## src/rtl/lcd_status_pkg.sv

```systemverilog
// Shared constants, state encodings and helpers for the LCD status writer.
package lcd_status_pkg;

    localparam logic [7:0] CMD_FUNCSET = 8'h38;
    localparam logic [7:0] CMD_DISPON  = 8'h0C;
    localparam logic [7:0] CMD_ENTRY   = 8'h06;
    localparam logic [7:0] CMD_CLEAR   = 8'h01;
    localparam logic [7:0] CHAR_SPACE  = 8'h20;

    // Character 0 sits in the top byte; the time template leaves blanks for the digit field.
    localparam logic [127:0] MSG_CHEAT = "CHEATER!        ";
    localparam logic [127:0] MSG_SLOW  = "TOO SLOW        ";
    localparam logic [127:0] MSG_WAIT  = "WAIT...         ";
    localparam logic [127:0] MSG_TIME  = "TIME      ms    ";

    typedef enum logic [2:0] {
        S_PWRUP, S_INIT, S_IDLE, S_SNAP, S_CONV, S_CLEAR, S_WRITE, S_FINISH
    } state_t;

    typedef enum logic [2:0] {
        P_IDLE, P_SETUP, P_HIGH, P_WAIT, P_POLL_SETUP, P_POLL_HIGH
    } bus_phase_t;

    function automatic logic [7:0] msg_byte(input logic [127:0] msg, input logic [3:0] idx);
        logic [127:0] sh;
        sh = msg << {idx, 3'b000};
        return sh[127:120];
    endfunction

    function automatic logic [7:0] init_cmd(input logic [1:0] idx);
        case (idx)
            2'd0:    return CMD_FUNCSET;
            2'd1:    return CMD_DISPON;
            2'd2:    return CMD_ENTRY;
            default: return CMD_CLEAR;
        endcase
    endfunction

    // One double-dabble iteration: add 3 to every digit >= 5, then shift the next bit in.
    function automatic logic [15:0] dabble_step(input logic [15:0] bcd, input logic bit_in);
        logic [15:0] adj;
        for (int i = 0; i < 4; i++) begin
            adj[4*i +: 4] = (bcd[4*i +: 4] >= 4'd5) ? bcd[4*i +: 4] + 4'd3 : bcd[4*i +: 4];
        end
        return {adj[14:0], bit_in};
    endfunction

endpackage

```

## src/rtl/lcd_bus_cycle.sv

```systemverilog
// Timed single-byte HD44780 write strobe; LCD_BUSYFLAG_EN replaces the fixed
// post-write wait with busy-flag polling when the caller requests it.
module lcd_bus_cycle
    import lcd_status_pkg::*;
#(
    parameter int SETUP_CYC      = 2,
    parameter int E_HIGH_CYC     = 4,
    parameter int CMD_WAIT_CYC   = 50,
    parameter int CLEAR_WAIT_CYC = 2000
) (
    input  logic       Clk,
    input  logic       Rst,
    input  logic       start,
    input  logic       rs,
    input  logic [7:0] data,
    input  logic       is_clear,
`ifdef LCD_BUSYFLAG_EN
    input  logic       poll,
    input  logic       db7,
`endif
    output logic       busy,
    output logic       lcd_rs,
    output logic       lcd_rw,
    output logic       lcd_e,
    output logic [7:0] lcd_data
);

    bus_phase_t  phase;
    logic [15:0] cnt;
    logic        clear_wait;
`ifdef LCD_BUSYFLAG_EN
    logic        poll_l;
`endif

    always_ff @(posedge Clk) begin
        if (Rst) begin
            phase      <= P_IDLE;
            cnt        <= '0;
            busy       <= 1'b0;
            clear_wait <= 1'b0;
            lcd_rs     <= 1'b0;
            lcd_rw     <= 1'b0;
            lcd_e      <= 1'b0;
            lcd_data   <= 8'h00;
`ifdef LCD_BUSYFLAG_EN
            poll_l     <= 1'b0;
`endif
        end else begin
            case (phase)
                P_IDLE: if (start) begin
                    lcd_rs     <= rs;
                    lcd_data   <= data;
                    clear_wait <= is_clear;
                    busy       <= 1'b1;
                    cnt        <= 16'(SETUP_CYC - 1);
                    phase      <= P_SETUP;
`ifdef LCD_BUSYFLAG_EN
                    poll_l     <= poll;
`endif
                end
                P_SETUP: if (cnt == '0) begin
                    lcd_e <= 1'b1;
                    cnt   <= 16'(E_HIGH_CYC - 1);
                    phase <= P_HIGH;
                end else cnt <= cnt - 16'd1;
                P_HIGH: if (cnt == '0) begin
                    lcd_e <= 1'b0;
`ifdef LCD_BUSYFLAG_EN
                    if (poll_l) begin
                        lcd_rs   <= 1'b0;
                        lcd_rw   <= 1'b1;
                        lcd_data <= 8'h00;
                        cnt      <= 16'(SETUP_CYC - 1);
                        phase    <= P_POLL_SETUP;
                    end else
`endif
                    begin
                        cnt   <= clear_wait ? 16'(CLEAR_WAIT_CYC - 1) : 16'(CMD_WAIT_CYC - 1);
                        phase <= P_WAIT;
                    end
                end else cnt <= cnt - 16'd1;
                P_WAIT: if (cnt == '0) begin
                    busy  <= 1'b0;
                    phase <= P_IDLE;
                end else cnt <= cnt - 16'd1;
`ifdef LCD_BUSYFLAG_EN
                P_POLL_SETUP: if (cnt == '0) begin
                    lcd_e <= 1'b1;
                    cnt   <= 16'(E_HIGH_CYC - 1);
                    phase <= P_POLL_HIGH;
                end else cnt <= cnt - 16'd1;
                // DB7 is sampled on the last E-high cycle; keep polling while the LCD reports busy.
                P_POLL_HIGH: if (cnt == '0) begin
                    lcd_e <= 1'b0;
                    if (!db7) begin
                        lcd_rw <= 1'b0;
                        busy   <= 1'b0;
                        phase  <= P_IDLE;
                    end else begin
                        cnt   <= 16'(SETUP_CYC - 1);
                        phase <= P_POLL_SETUP;
                    end
                end else cnt <= cnt - 16'd1;
`endif
                default: phase <= P_IDLE;
            endcase
        end
    end

endmodule

```

## src/rtl/lcd_status_writer.sv

```systemverilog
// Snapshots the reaction-timer status on LCDUpdate and writes a 16-char line to an
// HD44780 LCD. Define LCD_BUSYFLAG_EN to poll the busy flag instead of fixed waits.
module lcd_status_writer
    import lcd_status_pkg::*;
#(
    parameter int INIT_WAIT_CYC  = 15000,
    parameter int SETUP_CYC      = 2,
    parameter int E_HIGH_CYC     = 4,
    parameter int CMD_WAIT_CYC   = 50,
    parameter int CLEAR_WAIT_CYC = 2000
) (
    input  logic       Clk,
    input  logic       Rst,
    input  logic       LCDUpdate,
    input  logic       Wait,
    input  logic       Cheat,
    input  logic       Slow,
    input  logic [9:0] ReactionTime,
`ifdef LCD_BUSYFLAG_EN
    input  logic       LCD_DB7_IN,
`endif
    output logic       LCDAck,
    output logic       LCD_RS,
    output logic       LCD_RW,
    output logic       LCD_E,
    output logic [7:0] LCD_DATA
);

    state_t      state;
    logic [15:0] wait_cnt;
    logic [3:0]  idx;
    logic [3:0]  conv_cnt;
    logic        issued;
    logic        pending;
    logic        bus_start;
    logic        bus_rs;
    logic        bus_clear;
    logic        bus_busy;
    logic [7:0]  bus_data;
    logic [7:0]  byte_sel;
    logic [7:0]  msg_char;
    logic        lat_wait;
    logic        lat_cheat;
    logic        lat_slow;
    logic [9:0]  bin;
    logic [15:0] bcd;
    logic        blank3;
    logic        blank2;
    logic        blank1;

    // Leading-zero blanking; the units digit is always shown.
    assign blank3 = (bcd[15:12] == 4'd0);
    assign blank2 = blank3 && (bcd[11:8] == 4'd0);
    assign blank1 = blank2 && (bcd[7:4] == 4'd0);

    always_comb begin
        msg_char = msg_byte(MSG_TIME, idx);
        if (lat_cheat)     msg_char = msg_byte(MSG_CHEAT, idx);
        else if (lat_slow) msg_char = msg_byte(MSG_SLOW, idx);
        else if (lat_wait) msg_char = msg_byte(MSG_WAIT, idx);
        else begin
            case (idx)
                4'd5:    msg_char = blank3 ? CHAR_SPACE : {4'h3, bcd[15:12]};
                4'd6:    msg_char = blank2 ? CHAR_SPACE : {4'h3, bcd[11:8]};
                4'd7:    msg_char = blank1 ? CHAR_SPACE : {4'h3, bcd[7:4]};
                4'd8:    msg_char = {4'h3, bcd[3:0]};
                default: ;
            endcase
        end
    end

    always_comb begin
        byte_sel = CMD_CLEAR;
        if (state == S_INIT)       byte_sel = init_cmd(idx[1:0]);
        else if (state == S_WRITE) byte_sel = msg_char;
    end

    always_ff @(posedge Clk) begin
        if (Rst) begin
            state     <= S_PWRUP;
            wait_cnt  <= '0;
            idx       <= '0;
            issued    <= 1'b0;
            bus_start <= 1'b0;
            pending   <= 1'b0;
            LCDAck    <= 1'b1;
        end else begin
            bus_start <= 1'b0;
            case (state)
                S_PWRUP: if (wait_cnt == 16'(INIT_WAIT_CYC - 1)) begin
                    state <= S_INIT;
                    idx   <= '0;
                end else wait_cnt <= wait_cnt + 16'd1;
                S_IDLE: if (LCDUpdate || pending) begin
                    state  <= S_SNAP;
                    LCDAck <= 1'b1;
                end
                S_SNAP: begin
                    lat_wait  <= Wait;
                    lat_cheat <= Cheat;
                    lat_slow  <= Slow;
                    bin       <= ReactionTime;
                    bcd       <= '0;
                    conv_cnt  <= '0;
                    pending   <= 1'b0;
                    state     <= S_CONV;
                end
                S_CONV: begin
                    bcd      <= dabble_step(bcd, bin[9]);
                    bin      <= {bin[8:0], 1'b0};
                    conv_cnt <= conv_cnt + 4'd1;
                    if (conv_cnt == 4'd9) state <= S_CLEAR;
                end
                S_FINISH: begin
                    state  <= S_IDLE;
                    LCDAck <= 1'b0;
                end
                // S_INIT, S_CLEAR, S_WRITE: hand one byte to the bus engine, advance once it goes idle.
                default: begin
                    if (!issued) begin
                        bus_start <= 1'b1;
                        issued    <= 1'b1;
                        bus_rs    <= (state == S_WRITE);
                        bus_data  <= byte_sel;
                        bus_clear <= (state != S_WRITE) && (byte_sel == CMD_CLEAR);
                    end else if (!bus_start && !bus_busy) begin
                        issued <= 1'b0;
                        idx    <= idx + 4'd1;
                        if (state == S_INIT && idx == 4'd3) begin
                            state  <= S_IDLE;
                            LCDAck <= 1'b0;
                        end else if (state == S_CLEAR) begin
                            state <= S_WRITE;
                            idx   <= '0;
                        end else if (state == S_WRITE && idx == 4'd15) begin
                            state <= S_FINISH;
                        end
                    end
                end
            endcase
            // A request while busy is remembered; later ones collapse into it.
            if (LCDUpdate && LCDAck) pending <= 1'b1;
        end
    end

    lcd_bus_cycle #(
        .SETUP_CYC      (SETUP_CYC),
        .E_HIGH_CYC     (E_HIGH_CYC),
        .CMD_WAIT_CYC   (CMD_WAIT_CYC),
        .CLEAR_WAIT_CYC (CLEAR_WAIT_CYC)
    ) u_bus (
        .Clk      (Clk),
        .Rst      (Rst),
        .start    (bus_start),
        .rs       (bus_rs),
        .data     (bus_data),
        .is_clear (bus_clear),
`ifdef LCD_BUSYFLAG_EN
        .poll     (state != S_INIT),
        .db7      (LCD_DB7_IN),
`endif
        .busy     (bus_busy),
        .lcd_rs   (LCD_RS),
        .lcd_rw   (LCD_RW),
        .lcd_e    (LCD_E),
        .lcd_data (LCD_DATA)
    );

endmodule

```

## config.mk

```make
export PLATFORM = sky130hd
export DESIGN_NAME = lcd_status_writer
export DESIGN_NICKNAME = d
export VERILOG_FILES = /design/src/rtl/lcd_status_pkg.sv /design/src/rtl/lcd_bus_cycle.sv /design/src/rtl/lcd_status_writer.sv
export SDC_FILE = /design/constraint.sdc
export NUM_CORES = 1
export LEC_CHECK = 0
export ABC_AREA = 1
export BUFFER_PORTS_ARGS = -buffer_cell sky130_fd_sc_hd__clkbuf_2
export CAP_MARGIN = 20
export CORE_ASPECT_RATIO = 0.8
export CORE_MARGIN = 3
export CORE_UTILIZATION = 56
export DETAILED_ROUTE_END_ITERATION = 16
export MAX_ROUTING_LAYER = met4
export PLACE_DENSITY = 0.74
export SYNTH_ARGS = -nofsm -noshare
export SYNTH_HDL_FRONTEND = slang
export SYNTH_SLANG_ARGS = --single-unit
export TNS_END_PERCENT = 100
```

## constraint.sdc

```tcl
create_clock -name Clk -period 2.95 [get_ports Clk]
set_input_delay 0 -clock Clk [delete_from_list [all_inputs] [get_ports Clk]]
set_output_delay 0 -clock Clk [all_outputs]
set_load 0.05 [all_outputs]
```

Word level (Yosys, flattened, before mapping)
Index checks and enable logic that the tools add are counted.
{"block": "totals", "inputBits": 16, "output_inout_bits": 12, "wordCells": 179, "ff_bits": 101}
{"block": "op_classes", "muxes": 58, "n_addsub": 8, "n_lt_le_gt_ge": 4, "n_reduce_logical": 46, "n_bitwise": 6, "eq_ne": 30, "shift": 4}
{"cell": "127-bit by 7-bit << shifter with 128-bit output, first input constant", "n": 4}
{"cell": "16-bit two-way mux", "n": 4}
{"cell": "16-bit case mux with 4 select lines", "n": 1}
{"cell": "8-bit two-way mux", "n": 5}
{"cell": "3-bit two-way mux", "n": 13}
{"cell": "4-bit two-way mux", "n": 8}
{"cell": "16-bit case mux with 2 select lines", "n": 1}
{"cell": "8-bit case mux with 4 select lines", "n": 1}
{"cell": "10-bit case mux with 2 select lines", "n": 1}
{"cell": "6-bit case mux with 3 select lines", "n": 1}
{"cell": "16-bit by 1-bit adder with 16-bit output, second input constant", "n": 1}
{"cell": "16-bit by 14-bit equality test with 1-bit output, second input constant", "n": 1}
{"cell": "4-bit by 3-bit >= comparator with 1-bit output, second input constant", "n": 4}
{"cell": "16-bit zero test", "n": 1}
{"cell": "4-bit case mux with 2 select lines", "n": 2}
{"cell": "16-bit by 1-bit subtractor with 16-bit output, second input constant", "n": 1}
{"cell": "5-bit two-way mux", "n": 3}
{"cell": "3-bit case mux with 5 select lines", "n": 1}
{"cell": "4-bit by 2-bit adder with 4-bit output, second input constant", "n": 3}
{"cell": "3-bit by 2-bit equality test with 1-bit output, second input constant", "n": 4}
{"cell": "3-bit equality test, second input constant", "n": 4}
{"cell": "4-bit by 3-bit equality test with 1-bit output, second input constant", "n": 3}
{"cell": "4-bit equality test, second input constant", "n": 3}
{"cell": "4-bit zero test", "n": 3}
{"cell": "35 further kinds", "n": 83}

Longest topological paths before layout
{"block": "logic_depth", "word_depth": 12, "ltp_mapped": 15, "mapped_depth_nobuf": 15}

Cells and area by module
Synthesis repeated with hierarchy kept, for this count alone.
{"block": "unflattened", "cells_unflattened": 834, "hier_area_um2": 6072.1}
{"mod": "lcd_status_writer", "cells_each": 552, "area_per_inst_um2": 4227.8, "instances": 1, "seq_area_each_um2": 1801.7}
{"mod": "lcd_bus_cycle", "cells_each": 282, "area_per_inst_um2": 1844.3, "instances": 1, "seq_area_each_um2": 600.6}

Worst setup path after synthesis
No wires, ideal clock.
{"block": "synth_timing", "path_type": "reg-to-reg", "start": "reg state[1]", "end": "reg bcd[0], enable pin", "setup_time_ns": 0.417, "path_stages_with_launch": 7, "period_less_slack_ns": 2.518, "n_path_buf": 0, "setup_slack_ns": 0.432, "required_ns": 2.533, "t_arrival_ns": 2.101, "path_cell_list": "dfxtp_1 > inv_1 > nor2_1 > nand2_1 > nand2_1 > inv_1 > nor2_1"}
{"block": "synth_between", "elab_chain_cells": 3, "elab_cells_between_ends": 4, "cone_classes": "eq/ne: 2; reduce/logical: 2"}
{"item": "start, declared", "line": "lcd_status_writer.sv:29", "source": "state_t state;"}
{"item": "start signal, assigned", "line": "lcd_status_writer.sv:80", "source": "state <= S_PWRUP;"}
{"item": "start signal, assigned", "line": "lcd_status_writer.sv:91", "source": "state <= S_INIT;"}
{"item": "start signal, assigned", "line": "lcd_status_writer.sv:95", "source": "state <= S_SNAP;"}
{"item": "3-bit equality test or 3-bit by 2-bit equality test with 1-bit output (tied branches)", "line": "lcd_status_writer.sv:89", "source": "case (state)"}
{"item": "2-bit nonzero test (no line) *"}
{"item": "2-bit AND reduction (no line) *"}
{"item": "end signal, assigned", "line": "lcd_status_writer.sv:109", "source": "bcd <= dabble_step(bcd, bin[9]);"}
{"item": "end, declared", "line": "lcd_status_writer.sv:46", "source": "logic [15:0] bcd;"}
Mark *: on every way between the ends. The rest lies on a longest branch, timed or not.
A chain may end at the register's enable or synchronous reset.

Final worst setup path
{"block": "layout_timing", "start": "reg idx[1]", "end": "reg bus_clear, data pin"}
{"block": "layout_between", "elab_chain_cells": 9, "elab_cells_between_ends": 20, "cone_classes": "eq/ne: 7; shift: 4; mux: 7; reduce/logical: 2"}
{"item": "start, declared", "line": "lcd_status_writer.sv:31", "source": "logic [3:0] idx;"}
{"item": "start signal, assigned", "line": "lcd_status_writer.sv:128", "source": "idx <= idx + 4'd1;"}
{"item": "127-bit by 7-bit << shifter with 128-bit output (tied with other cells)", "line": "lcd_status_pkg.sv:26", "source": "sh = msg << {idx, 3'b000};"}
{"item": "8-bit case mux with 4 select lines", "line": "lcd_status_writer.sv:62", "source": "case (idx)"}
{"item": "8-bit two-way mux", "line": "lcd_status_writer.sv:60", "source": "else if (lat_wait) msg_char = msg_byte(MSG_WAIT, idx);"}
{"item": "8-bit two-way mux", "line": "lcd_status_writer.sv:59", "source": "else if (lat_slow) msg_char = msg_byte(MSG_SLOW, idx);"}
{"item": "8-bit two-way mux", "line": "lcd_status_writer.sv:58", "source": "if (lat_cheat) msg_char = msg_byte(MSG_CHEAT, idx);"}
{"item": "8-bit two-way mux", "line": "lcd_status_writer.sv:75", "source": "else if (state == S_WRITE) byte_sel = msg_char;"}
{"item": "8-bit two-way mux *", "line": "lcd_status_writer.sv:74", "source": "if (state == S_INIT) byte_sel = init_cmd(idx[1:0]);"}
{"item": "8-bit by 1-bit equality test with 1-bit output *", "line": "lcd_status_writer.sv:125", "source": "bus_clear <= (state != S_WRITE) && (byte_sel == CMD_CLEAR);"}
{"item": "1-bit logical AND *", "line": "lcd_status_writer.sv:125"}
{"item": "end signal, assigned", "line": "lcd_status_writer.sv:125"}
{"item": "end, declared", "line": "lcd_status_writer.sv:37", "source": "logic bus_clear;"}
Marks and branches as above.

==> impl_metrics.toml <==
[run_status]
status = "finished, final reports clean"

[cells_and_area]
drive_above_1_share = 0.08799
regArea_um2 = 2382
multi_input_area_um2 = 3014
antenna_cells = 0
finalInstanceArea_um2 = 6546
fin_cells = 977
final_nets = 882
fin_util = 0.6593
nFillCells = 865
syn_to_final_growth_pct = 11.46

[synthesis]
async_reset_ff_frac = 0
syn-cell-area_um2 = 5873
synth-main-ff-cell = "dfxtp_1"
synth_top_area_share = 0.2147
yosysUniqueCellTypes = 44
ys_seq_area_frac = 0.4056
synthTopCellsByArea = "edfxtp_1 (21%), dfxtp_1 (19%), nand2_1 (12%)"
synth_edf_count = 42
yosys.area.top_type = "edfxtp_1"
yosys_warnings = 0
syn_inst = 798
synth.avg_cell_area_um2 = 7.360
synth-seq-cells = 98

[power_and_ir_drop]
pwr-share-seq = 0.333
clockPowerShare = 0.200
swShare = 0.4422
report.power.total_mw = 5.793
combPwrFrac = 0.467
powerDensity_nw_per_um2 = 884.9
p_int_mw = 3.231
p_leak_nw = 2.839
ir_drop_v = 0.0005604
power_switching_mw = 2.561

[sta]
hold_viol = 0
finalClockSkew_ps = 3.361
setup_ws_ps = 714.4
fin_crit_sh = 0.7578
period_needed_ps = 2236
setup_tns_ps = 0
rsz0062_at_grt = "false"
whs_ps = 164.7
slew_headroom = 0.5396
setup_viol = 0
drv_slew = 0
worst_pin_slew_ps = 689.9
max_freq_mhz = 447.3

[grt]
grt_max_degree = 31
grtUsageTotal = 0.2445
antenna_found_initial = 0
grt_pass1_wl_um = 23120
grt_pass1_vias = 4831
gr-total-overflow = 0

[clock_tree]
clkSlewWorstSetupHoldPaths_ps = 60
htree_num_levels = 3
clock_sinks = 98
clock_latency_ps = 340
cts-root-buf = "clkbuf_16"
numCtsBuffers = 9
clk_path_buf_depth = 2
tritoncts = "done"

[placed_design]
dp_slack_ps = 792.6
gp_congestion = 0.9697
dpl_cell_area_um2 = 6120
dp_cells = 947
port_buffers = 25
dp_hpwl_um = 9547

[floorplan]
fp.dieW_um = 120.5
die_y_um = 97.60
num_rows = 32
boundaryPins = 28
die-area_um2 = 11760
core_area_um2 = 9930
start_util = 0.5915

[critical_path]
endpoint_kind = "register"
crit_chain = "inv_1 -> ha_1 -> nand3_1 -> inv_1 -> nand2_1 -> o21ai_0 -> o21ai_1 -> nand2_1 -> nand2_1 -> nand2_1 -> a21oi_1 -> nand3b_1 -> nor2_1"
path_common_cell = "nand2_1"
critPathLaunchType = "register"
cp.required_ps = 3150
cp_max_fo = 8
slowest_delay_ps = 450
critPathKind = "reg -> reg"
crit_path_top_delay_cell = "dfxtp_1"
arrival_ps = 2440

[drt]
vias_per_cell = 5.416
avgRoutedWirePerCell_um = 13.90
drt_iter0_drc = 493
drc_errors = 0
vias = 5291
routed_wl_um = 13580
drtAntennaViolNets = 0
first_pass_iters = 5

[worst_hold_path]
hold_path.class = "in -> reg"

[run]
drv_cap = 0
[power by group through the flow]
stage                     Sequential, mW  Combinational [mW]  Clock (mW)
after floorplan                     1.99                2.03           0
after global placement              1.94                2.60           0
after detailed placement            1.95                2.63           0
after global routing                1.96                3.06        1.25
final                               1.93                2.70        1.16
after CTS                           1.92                2.66        1.19
[registers in the layout, indices dropped and copies added, names as in the netlist, 2 cells and up]
signal and count:
bcd 16, bin 10, bus_data 7, conv_cnt 4, idx 4, state 3
u_bus.cnt 16, u_bus.lcd_data 7, u_bus.phase 2, wait_cnt 16
[kinds of logic (layout without fill, tap and decap cells)]
family / Yosys count / count (layout) / synth area share
xor+xnor: 17 / 17 / 0.02535
buf+inv: 120 / 162 / 0.08223
simple gates: 385 / 385 / 0.2833
compound gates: 147 / 147 / 0.1389
fa+ha+maj: 30 / 30 / 0.06391
other cells: 1 / 2 / 0.0006385
flops: 98 / 98 / 0.4056
[area by class of cell]
class                      count  share of cell area
clock inverter                 4            0.007645
clock buffer                  12             0.03612
sequential                    98              0.3639
multi-input combinational    581              0.4604
timing repair buffer          46             0.04855
inverter                     100             0.05734
tap                          136             0.02599
[final timing paths]
| check | start | to | slack [ps] | cells after the start |
|---|---|---|---|---|
| max | idx[1]$_SDFFE_PP0P_ | bus_clear$_DFFE_PP_ | 710 | 13 |
| min | Rst | u_bus.cnt[6]$_SDFFE_PP0P_ | 160 | 3 |
| min reg2reg | issued$_SDFFE_PP0N_ | bus_start$_SDFF_PP0_ | 480 | 1 |
| max reg2reg | idx[1]$_SDFFE_PP0P_ | bus_clear$_DFFE_PP_ | 710 | 13 |
[layout by cell type, fill, tap and decap left out, types with 3 or more instances in the layout]
| cell | synthesis | layout |
|---|---|---|
| o21ai_1 | 3 | 3 |
| clkbuf_16 | 0 | 9 |
| dfxtp_1 | 56 | 56 |
| o211ai_1 | 5 | 5 |
| nand2_1 | 190 | 190 |
| nor4_1 | 4 | 4 |
| nor3b_1 | 4 | 4 |
| dlygate4sd3_1 | 0 | 14 |
| nand3_2 | 4 | 4 |
| xnor2_1 | 10 | 10 |
| buf_4 | 3 | 7 |
| o31ai_1 | 5 | 5 |
| nor3_1 | 23 | 23 |
| nor2_1 | 99 | 98 |
| nand2_2 | 6 | 6 |
| edfxtp_1 | 42 | 42 |
| inv_1 | 95 | 95 |
| inv_2 | 3 | 3 |
| nand3_1 | 34 | 34 |
| xor2_1 | 7 | 7 |
| clkbuf_2 | 0 | 25 |
| a21oi_1 | 58 | 58 |
| nor2_2 | 3 | 4 |
| nand4_1 | 8 | 8 |
| ha_1 | 30 | 30 |
| o21ai_0 | 57 | 57 |
| a211oi_1 | 7 | 7 |
| clkbuf_1 | 9 | 3 |
[repair_timing]
item	4_1_cts	5_1_grt
setup endpoints to repair	0	0
hold endpoints to repair	15	0
hold buffers	14	0
resized for setup	0	0
setup buffers	0	0
[critical path, delay by kind of cell (launching register included)]
| kind | cells | cell delay [ps] |
|---|---|---|
| simple gates | 7 | 630 |
| flops | 1 | 450 |
| compound gates | 3 | 440 |
| buf+inv | 2 | 310 |
| fa+ha+maj | 1 | 270 |
[cells in the mapped netlist, types with 3 or more instances]
master,n
inv_2,3
o21ai_1,3
nor3_1,23
edfxtp_1,42
xnor2_1,10
o21ai_0,57
nand2_1,190
o211ai_1,5
nand3_1,34
a21oi_1,58
buf_4,3
xor2_1,7
inv_1,95
dfxtp_1,56
ha_1,30
clkbuf_1,9
nand4_1,8
nor4_1,4
a211oi_1,7
nand3_2,4
o31ai_1,5
nor2_2,3
nand2_2,6
buf_2,5
nor2_1,99
nor3b_1,4
[metal layers]
metal / global-route usage / wire length, um / vias to the layer above
met5: - / 0 / -
met4: 0.05401 / 102 / 0
met3: 0.04540 / 885 / 9
met2: 0.3392 / 5645 / 191
met1: 0.3694 / 6946 / 2398
li1: - / - / 2693
Power figures use the tool's default switching activity.
